--- config.mk ---
export PLATFORM = sky130hd
export DESIGN_NAME = if_id_skid_buffer
export DESIGN_NICKNAME = d
export VERILOG_FILES = /design/src/rtl/if_id_skid_buffer.sv
export SDC_FILE = /design/constraint.sdc
export NUM_CORES = 1
export LEC_CHECK = 0
export ABC_CLOCK_PERIOD_IN_PS = 5600
export BUFFER_PORTS_ARGS = -buffer_cell sky130_fd_sc_hd__buf_2
export CAP_MARGIN = 25
export CORE_MARGIN = 2
export CORE_UTILIZATION = 50
export DETAILED_ROUTE_END_ITERATION = 8
export PLACE_DENSITY = 0.81
export SYNTH_ARGS = -nofsm -noshare
export SYNTH_HDL_FRONTEND = slang
export SYNTH_SLANG_ARGS = --single-unit
--- constraint.sdc ---
create_clock -name clock -period 5.6 [get_ports clock]
set_input_delay 0.84 -clock clock [delete_from_list [all_inputs] [get_ports clock]]
set_output_delay 0.84 -clock clock [all_outputs]
set_load 0.05 [all_outputs]
--- src/rtl/if_id_skid_buffer.sv ---
`default_nettype none
// ============================================================================
// Module   : if_id_skid_buffer
// Purpose  : IF->ID pipeline register with a valid/ready handshake and a
//            two-entry skid stage. Decode can stall without a combinational
//            ready path back to fetch. A flush discards all in-flight
//            fetches. When no valid entry is held, decode receives a NOP
//            bubble.
// Ports    : clock              - rising-edge clock
//            reset              - synchronous active-high reset; clears all state
//            flush              - synchronous; drops held and incoming entries
//            if_valid/if_ready  - fetch-side handshake
//            if_program_counter - fetched pc
//            if_instruction     - fetched instruction word
//            id_valid/id_ready  - decode-side handshake
//            id_program_counter - main-entry pc, or BUBBLE_PC when invalid
//            id_instruction     - main-entry instruction, or NOP when invalid
//            occupancy          - number of valid entries held (0..2)
// Revision : 1.0 - initial release
// ============================================================================
module if_id_skid_buffer #(
  parameter int                    ADDR_WIDTH      = 32,
  parameter int                    DATA_WIDTH      = 32,
  parameter logic [DATA_WIDTH-1:0] NOP_INSTRUCTION = '0,
  parameter logic [ADDR_WIDTH-1:0] BUBBLE_PC       = '0
) (
  input  logic                  clock,
  input  logic                  reset,
  input  logic                  flush,
  input  logic                  if_valid,
  output logic                  if_ready,
  input  logic [ADDR_WIDTH-1:0] if_program_counter,
  input  logic [DATA_WIDTH-1:0] if_instruction,
  output logic                  id_valid,
  input  logic                  id_ready,
  output logic [ADDR_WIDTH-1:0] id_program_counter,
  output logic [DATA_WIDTH-1:0] id_instruction,
  output logic [1:0]            occupancy
);

  // State values double as the occupancy count.
  typedef enum logic [1:0] {
    ST_EMPTY = 2'd0,
    ST_ONE   = 2'd1,
    ST_FULL  = 2'd2
  } state_t;

  state_t                r_state;
  state_t                w_state_next;

  logic [ADDR_WIDTH-1:0] r_m_pc;
  logic [DATA_WIDTH-1:0] r_m_instr;
  logic [ADDR_WIDTH-1:0] r_s_pc;
  logic [DATA_WIDTH-1:0] r_s_instr;

  logic                  w_in_fire;
  logic                  w_out_fire;
  logic                  w_load_m_in;
  logic                  w_load_m_skid;
  logic                  w_load_s;

  // if_ready depends only on registered state (plus reset), never on id_ready.
  assign if_ready   = (r_state != ST_FULL) && !reset;
  assign id_valid   = (r_state != ST_EMPTY);
  assign occupancy  = r_state;

  assign w_in_fire  = if_valid & if_ready;
  assign w_out_fire = id_valid & id_ready;

  // Bubble values mask whatever is left in M when nothing valid is held.
  assign id_program_counter = id_valid ? r_m_pc    : BUBBLE_PC;
  assign id_instruction     = id_valid ? r_m_instr : NOP_INSTRUCTION;

  always_comb begin
    w_state_next  = r_state;
    w_load_m_in   = 1'b0;
    w_load_m_skid = 1'b0;
    w_load_s      = 1'b0;

    case (r_state)
      ST_EMPTY: begin
        if (w_in_fire) begin
          w_state_next = ST_ONE;
          w_load_m_in  = 1'b1;
        end
      end
      ST_ONE: begin
        case ({w_in_fire, w_out_fire})
          2'b10: begin
            w_state_next = ST_FULL;
            w_load_s     = 1'b1;
          end
          2'b01: begin
            w_state_next = ST_EMPTY;
          end
          2'b11: begin
            w_load_m_in  = 1'b1;
          end
          default: begin
            w_state_next = ST_ONE;
          end
        endcase
      end
      ST_FULL: begin
        // if_ready is low here, so no input can fire.
        if (w_out_fire) begin
          w_state_next  = ST_ONE;
          w_load_m_skid = 1'b1;
        end
      end
      default: begin
        w_state_next = ST_EMPTY;
      end
    endcase

    // Flush wins over the handshakes; an out_fire this cycle is still consumed.
    if (flush) begin
      w_state_next  = ST_EMPTY;
      w_load_m_in   = 1'b0;
      w_load_m_skid = 1'b0;
      w_load_s      = 1'b0;
    end
  end

  always_ff @(posedge clock) begin
    if (reset) begin
      r_state   <= ST_EMPTY;
      r_m_pc    <= '0;
      r_m_instr <= '0;
      r_s_pc    <= '0;
      r_s_instr <= '0;
    end else begin
      r_state <= w_state_next;
      if (w_load_m_in) begin
        r_m_pc    <= if_program_counter;
        r_m_instr <= if_instruction;
      end else if (w_load_m_skid) begin
        r_m_pc    <= r_s_pc;
        r_m_instr <= r_s_instr;
      end
      if (w_load_s) begin
        r_s_pc    <= if_program_counter;
        r_s_instr <= if_instruction;
      end
    end
  end

endmodule
`default_nettype wire

# Word-level counts from Yosys, hierarchy flattened
# Index checks and enable logic that the tools add are counted.
[totals]
register_bits = 130
input_bits = 69
[classes]
n_eq_ne = 9
mux = 20
n_reduce_logical = 7
n_bitwise = 2
[op_table]
columns = ["op", "n"]
rows = [
  ["$mux W32", 6],
  ["$pmux W2 S3", 2],
  ["$mux W1", 9],
  ["$ne A2 B2 Y1 const B", 4],
  ["$eq A2 B2 Y1 const B", 3],
  ["$eq A2 B1 Y1 const B", 2],
  ["$mux W2", 2],
  ["$reduce_bool A2 Y1", 2],
  ["$reduce_and A3 Y1", 1],
  ["$and A1 B1 Y1", 2],
  ["$logic_not A2 Y1", 1],
  ["$pmux W1 S2", 1],
  ["$reduce_or A2 Y1", 1],
  ["$logic_and A1 B1 Y1", 1],
  ["$logic_not A1 Y1", 1],
]

# Logic depth before layout (Yosys ltp)
# Gate-level depths: netlist of the first run.
[logic_depth]
word_depth = 8
ltp_mapped = 11

# Worst setup path after synthesis of the first run
# OpenSTA, ideal clock, no wires.
[synth_path]
path_kind = "input port to flip-flop"
from = "in reset"
to = "reg r_s_pc[10]"
setup_ns = 0.070
cell_stages = 11
n_path_buf = 5
required_time_ns = 5.530
t_arrival_ns = 3.479
setup_slack_ns = 2.050
path_cell_list = "buf_2 buf_2 buf_1 a21oi_1 and2_1 ha_1 nor4bb_1 buf_2 buf_1 nand2_1 a21oi_1"
[synth_between]
elab_chain_cells = 7
[synth_lines]
columns = ["item", "line_no", "text"]
rows = [
  ["from (decl)", "28", "input logic reset,"],
  ["$logic_not A1 Y1", "63", "assign if_ready = (r_state != ST_FULL) && !reset;"],
  ["$logic_and A1 B1 Y1", "63", ""],
  ["via if_ready", "31", "output logic if_ready,"],
  ["$and A1 B1 Y1", "67", "assign w_in_fire = if_valid & if_ready;"],
  ["$eq A2 B2 Y1", "88", "case ({w_in_fire, w_out_fire})"],
  ["$mux W1", "88", ""],
  ["$mux W1", "80", "case (r_state)"],
  ["$mux W1", "117", "if (flush) begin"],
  ["to (signal assigned)", "142", "r_s_pc <= if_program_counter;"],
  ["to (decl)", "53", "logic [ADDR_WIDTH-1:0] r_s_pc;"],
]
# The timed path passes the listed nets, and every way through them passes these cells.
# A chain may end at the register's enable or synchronous reset.

# Worst setup path after layout of the first run
[layout_path]
from = "in reset"
to = "reg r_m_pc[17]"
[layout_between]
elab_chain_cells = 8
word_cells_on_any_way = 10
cone_classes = "1 x eq/ne; 5 x mux; 1 x bitwise; 3 x reduce/logical"
[layout_lines]
columns = ["item", "line_no", "text"]
rows = [
  ["$logic_not A1 Y1", "63", ""],
  ["$logic_and A1 B1 Y1", "63", ""],
  ["$and A1 B1 Y1", "67", ""],
  ["$eq A2 B2 Y1", "88", ""],
  ["$mux W1", "88", ""],
  ["$pmux W1 S2", "80", ""],
  ["$mux W1", "117", ""],
  ["$mux W32 / $reduce_bool A2 Y1 (equally long branches)", "-", ""],
  ["to (signal assigned)", "135", "r_m_pc <= if_program_counter;"],
  ["to (signal assigned)", "138", "r_m_pc <= r_s_pc;"],
  ["to (decl)", "51", "logic [ADDR_WIDTH-1:0] r_m_pc;"],
]
# Several ways; a longest one is shown, not always the timed one.

==> impl_metrics.tcl, run 1 <==
set metrics [dict create \
    dieArea_um2 12800 \
    wl_mm 16.9 \
    grt_first_pass_wirelength_mm 27.2 \
    crit_buf_inv 2 \
    cp_max_fo 68 \
    crit_start "reset" \
    slowest_stage "mux2i_4" \
    synth_fp_nets 755 \
    clockBufferDepth 2 \
    hold_class "flip-flop to flip-flop" \
    grt_overflow 0 \
    max_freq_mhz 295 \
    cts_tree "done" \
    clock_sinks 130 \
    wl_per_cell_um 18.2 \
    num-fill-cells 992 \
    cp_cell_sequence "buf_4 > a21oi_1 > and2_1 > ha_1 > mux2i_4 > or2_2 > buf_4 > a311o_1" \
    die_width_um 113 \
    detail-route-antenna-nets 0 \
    outcome "finished, final reports clean" \
    min_from "r_s_pc[28]" \
    power_density_nw_per_um2 304 \
    coreArea_um2 11500 \
    synth.largest_area_cell "dfxtp_1" \
    yosysSeqAreaShare_pct 43.6 \
    post-cts-setup-buffers 0 \
    post-dp-hpwl_mm 9.77 \
    clock_latency_ns 0.41 \
    place_congestion 0.794 \
    cp.required_ns 5.95 \
    critical_path_class "primary input to flip-flop" \
    cap_viol_max_count 0 \
    grt_pass1_vias 5497 \
    track_usage_pct 26.2 \
    die_h_um 113 \
    antennaDiodeCount 0 \
    min_period_ns 3.39 \
    drc 0 \
    total_leakage_power_nw 3.08 \
    startpoint_type "primary input" \
    detail_route.vias_per_cell 6.10 \
    ys_top_cells_by_area "dfxtp_1 (44%), a311o_1 (11%), nor4b_1 (9.4%)" \
    drt_iter0_drc 483 \
    crit_arrival_ns 3.74 \
    finalNonFillerCells 928 \
    setup_viol 0 \
    cpPeakStageDelay_ns 0.60 \
    rsz0062_at_grt "false" \
    dr.pass1.iters 5 \
    synth_cell_types 28 \
    path_delay_family "buffers and inverters" \
    post-place-cells 895 \
    fp-row-count 39 \
    drive_above_1_share_pct 23.7 \
    hold_buffers 0 \
    setup-tns-final_ns 0 \
    grt_start_max_net_pins 69 \
    hold_viol 0 \
    skew_ns 0.00406 \
    nNetsFinal 843 \
    yosysTopAreaCellShare_pct 43.6 \
    ys_seq_elements 130 \
    synth_warnings 0 \
    tightest_slew_ns 1.06 \
    htreeDepth 4 \
    syn_to_final_growth_pct 20.8 \
    numCtsBuffers 17 \
    syn_area_um2 5970 \
    numPortBuffers 136 \
    relSlewSlack_pct 29.6 \
    initial_utilization_pct 51.9 \
    cts.repair.resized 0 \
    fin_crit_sh_pct 60.6 \
    clk_pin_slew_ns 0.05 \
    num_vias 5662 \
    placed_area_um2 6630 \
    avgSynthCellArea_um2 8.73 \
    cp_common_cell "buf_4" \
    vdd_drop_max_uv 211 \
    r2r-start "occupancy[0]" \
    cts_root_buf "clkbuf_16" \
    antenna_found_initial 0 \
    synthCells 684 \
    end_kind "flip-flop" \
    drv_slew 0 \
    fin_area_um2 7220 \
    io_pins 137 \
]
-- per-stage QoR --
stage / hold slack, ns / total power [mW] / util (%) / setup slack [ns]
3_3_place_gp: 0.437 / 1.15 / 57.1 / 1.89
2_1_floorplan: 0.432 / 1.09 / - / 2.05
3_5_place_dp: 0.442 / 1.15 / 57.5 / 1.86
5_1_grt: 0.470 / 2.26 / 62.7 / 2.02
6_report: 0.450 / 2.20 / 62.7 / 2.21
4_1_cts: 0.449 / 2.21 / 62.5 / 1.94
-- layout make-up --
class                   instances  area, µm²  area share (%)
multi-input cells             474       3050            42.3
flip-flops and latches        130       2600            36.1
well taps                     143        179            2.48
clock buffers                  28        527            7.30
inverters                       2       7.51           0.104
repair buffers                147        807            11.2
clock inverters                 4       45.0           0.624
-- final timing paths --
path	cells past startpoint	slack, ns	endpoint
max	8	2.21	r_m_pc[17]
min reg2reg	2	0.45	r_s_pc[28]
min	2	0.45	r_s_pc[28]
max reg2reg	9	2.45	r_m_pc[17]
-- registers in the layout, indices dropped and copies added, names as in the netlist --
name	cells
occupancy	2
r_m_instr	32
r_m_pc	32
r_s_instr	32
r_s_pc	32
-- layer usage --
metal,routed length (µm),vias up,GRT usage (%)
li1,-,2645,-
met1,7340,2727,34.9
met2,8100,260,41.5
met3,1050,30,5.09
met4,366,0,11.4
met5,0,-,0
-- where the power goes --
group	internal (mW)	switching [mW]
clock network	0.679	0.380
logic	0.0612	0.112
registers	0.951	0.0137
-- worst min-delay path: cells and delay by family, from the launching register on --
kind	cells	cell delay (ns)
compound gates	1	0.05
flops	1	0.30
simple gates	1	0.05
-- cell usage in the layout, fill, tap and decap left out, drive strengths merged --
cell     count
inv          2
and3b        1
dfxtp      130
clkbuf      28
and4bb       1
clkinv       3
nand2b       1
or2          3
and3        64
or4b         1
a31oi        2
a211o        1
and2        66
ha           2
a311o       63
nor4bb       1
nand4bb      1
a21oi       66
bufinv       1
nor2         4
mux2i        1
nor3b        2
nand2      130
buf        147
nor4b       64
-- cells in the mapped netlist (all sizes together) --
cell / n
a211o: 1
a21oi: 66
a311o: 63
a31oi: 2
and2: 66
and3: 64
and3b: 1
and4bb: 1
buf: 36
clkbuf: 42
dfxtp: 130
ha: 2
inv: 2
mux2i: 1
nand2: 130
nand2b: 1
nand4bb: 1
nor2: 4
nor3b: 2
nor4b: 64
nor4bb: 1
or2: 3
or4b: 1
-- cell families (layout without fill, tap and decap cells) --
| kind of cell | Yosys count | count (layout) | share of synthesized area (%) |
|---|---|---|---|
| AOI/OAI and AO/OA | 132 | 132 | 16.4 |
| muxes | 1 | 1 | 0.168 |
| and+or+nand+nor | 339 | 339 | 33.0 |
| buffers and inverters | 80 | 181 | 6.41 |
| adders and majority gates | 2 | 2 | 0.419 |
| DFF | 130 | 130 | 43.6 |
(Power assumes the default switching activity.)
==> run 2: changes to the inputs <==
--- a/config.mk
+++ b/config.mk
@@ -5,7 +5,7 @@
 export SDC_FILE = /design/constraint.sdc
 export NUM_CORES = 1
 export LEC_CHECK = 0
-export ABC_CLOCK_PERIOD_IN_PS = 5600
+export ABC_CLOCK_PERIOD_IN_PS = 3230
 export BUFFER_PORTS_ARGS = -buffer_cell sky130_fd_sc_hd__buf_2
 export CAP_MARGIN = 25
 export CORE_MARGIN = 2
==> constraint.sdc (replaced) <==
create_clock -name clock -period 3.23 [get_ports clock]
set_input_delay 0.4845 -clock clock [delete_from_list [all_inputs] [get_ports clock]]
set_output_delay 0.4845 -clock clock [all_outputs]
set_load 0.05 [all_outputs]
==> impl_metrics.tcl, run 2 (synthesis results as in run 1) <==
set metrics [dict create \
    cts_tree "done" \
    initial_utilization_pct 51.9 \
    fin_crit_sh_pct 91.1 \
    track_usage_pct 26.4 \
    holdWs_ns 0.324 \
    num_vias 5694 \
    fp-row-count 39 \
    wl_mm 17.2 \
    hold_buffers 0 \
    cp_max_fo 44 \
    end_kind "output port" \
    startpoint_type "flip-flop" \
    coreArea_um2 11500 \
    outcome "finished, final reports clean" \
    power_density_nw_per_um2 531 \
    detail-route-antenna-nets 0 \
    reg2reg_setup_slack_ns 0.43 \
    final_cell_mix "buf_2 (135), dfxtp_1 (130), nand2_1 (129)" \
    final_common_cell "buf_2" \
    numPortBuffers 136 \
    numCtsBuffers 17 \
    clock_latency_ns 0.41 \
    io_pins 137 \
    hold_viol 0 \
    min_period_ns 2.94 \
    critical_path_class "flip-flop to output port" \
    cp.required_ns 2.75 \
    hold_class "primary input to flip-flop" \
    clk_pin_slew_ns 0.06 \
    htreeDepth 4 \
    syn_to_final_growth_pct 21.2 \
    rsz0062_at_grt "false" \
    place_congestion 0.845 \
    crit_arrival_ns 2.46 \
    drc 0 \
    total_leakage_power_nw 3.07 \
    grt_overflow 0 \
    detail_route.vias_per_cell 6.12 \
    clock_sinks 130 \
    vdd_drop_max_uv 369 \
    grt_first_pass_wirelength_mm 27.4 \
    drv_slew 0 \
    antennaDiodeCount 0 \
    grt_start_max_net_pins 105 \
    cap_viol_max_count 0 \
    drt_iter0_drc 467 \
    setup-tns-final_ns 0 \
    setup_viol 0 \
    drive_above_1_share_pct 24.5 \
    clockBufferDepth 2 \
    dieArea_um2 12800 \
    die_h_um 113 \
    wl_per_cell_um 18.5 \
    post-dp-hpwl_mm 9.93 \
    dr.pass1.iters 5 \
    post-cts-setup-buffers 0 \
    antenna_found_initial 0 \
    tightest_slew_ns 1.08 \
    grt_pass1_vias 5557 \
    relSlewSlack_pct 28.3 \
    cts.repair.resized 0 \
    max_freq_mhz 340 \
    die_width_um 113 \
    cts_root_buf "clkbuf_16" \
    skew_ns 0.00761 \
    nNetsFinal 845 \
]
==> run 2: worst max-delay path: stages (launching register included) <==
cell and delay, ns:
dfxtp_1 0.61, inv_1 0.13, nand2_2 0.35, buf_4 0.45
and2_1 0.22, buf_2 0.27
==> run 2: layer usage <==
metal / track usage (%) / routed length, µm / up-vias
met5: 0 / 0 / -
met3: 5.20 / 986 / 34
met2: 44.2 / 8330 / 229
li1: - / - / 2644
met4: 11.7 / 431 / 0
met1: 33.2 / 7430 / 2787
==> run 2: layout make-up <==
| type | instances | area, µm² |
|---|---|---|
| Multi-Input combinational cell | 474 | 3050 |
| Clock inverter | 13 | 136 |
| Fill cell | 954 | 4280 |
| Tap cell | 143 | 179 |
| Timing Repair Buffer | 149 | 813 |
| Sequential cell | 130 | 2600 |
| Inverter | 2 | 7.51 |
| Clock buffer | 19 | 453 |
==> run 2: where the power goes <==
part	total, mW	internal (mW)	switching [mW]
Clock	1.87	1.17	0.698
Combinational	0.305	0.108	0.197
Sequential	1.67	1.65	0.0230
Total	3.85	2.93	0.918
==> run 2: path summary, 6_finish.rpt <==
kind,startpoint,end,depth (start not counted)
worst max-delay path,occupancy[0],id_program_counter[31],5
worst min-delay path,if_instruction[23],r_s_instr[23],3
worst max register to register,occupancy[0],r_m_instr[19],8
worst min register to register,r_s_pc[31],r_s_pc[31],2
==> run 2: stage by stage <==
step,setup slack [ns],total power [mW],cell area [µm²],cells,util (%)
final,0.286,3.85,7240,930,62.9
after global routing,0.0847,3.97,7240,930,62.9
after CTS,0.262,3.86,7210,929,62.6
after detailed placement,0.424,2.00,6620,897,57.5
after global placement,0.569,1.99,6620,897,57.5
after floorplan,0.0356,1.89,5970,684,-
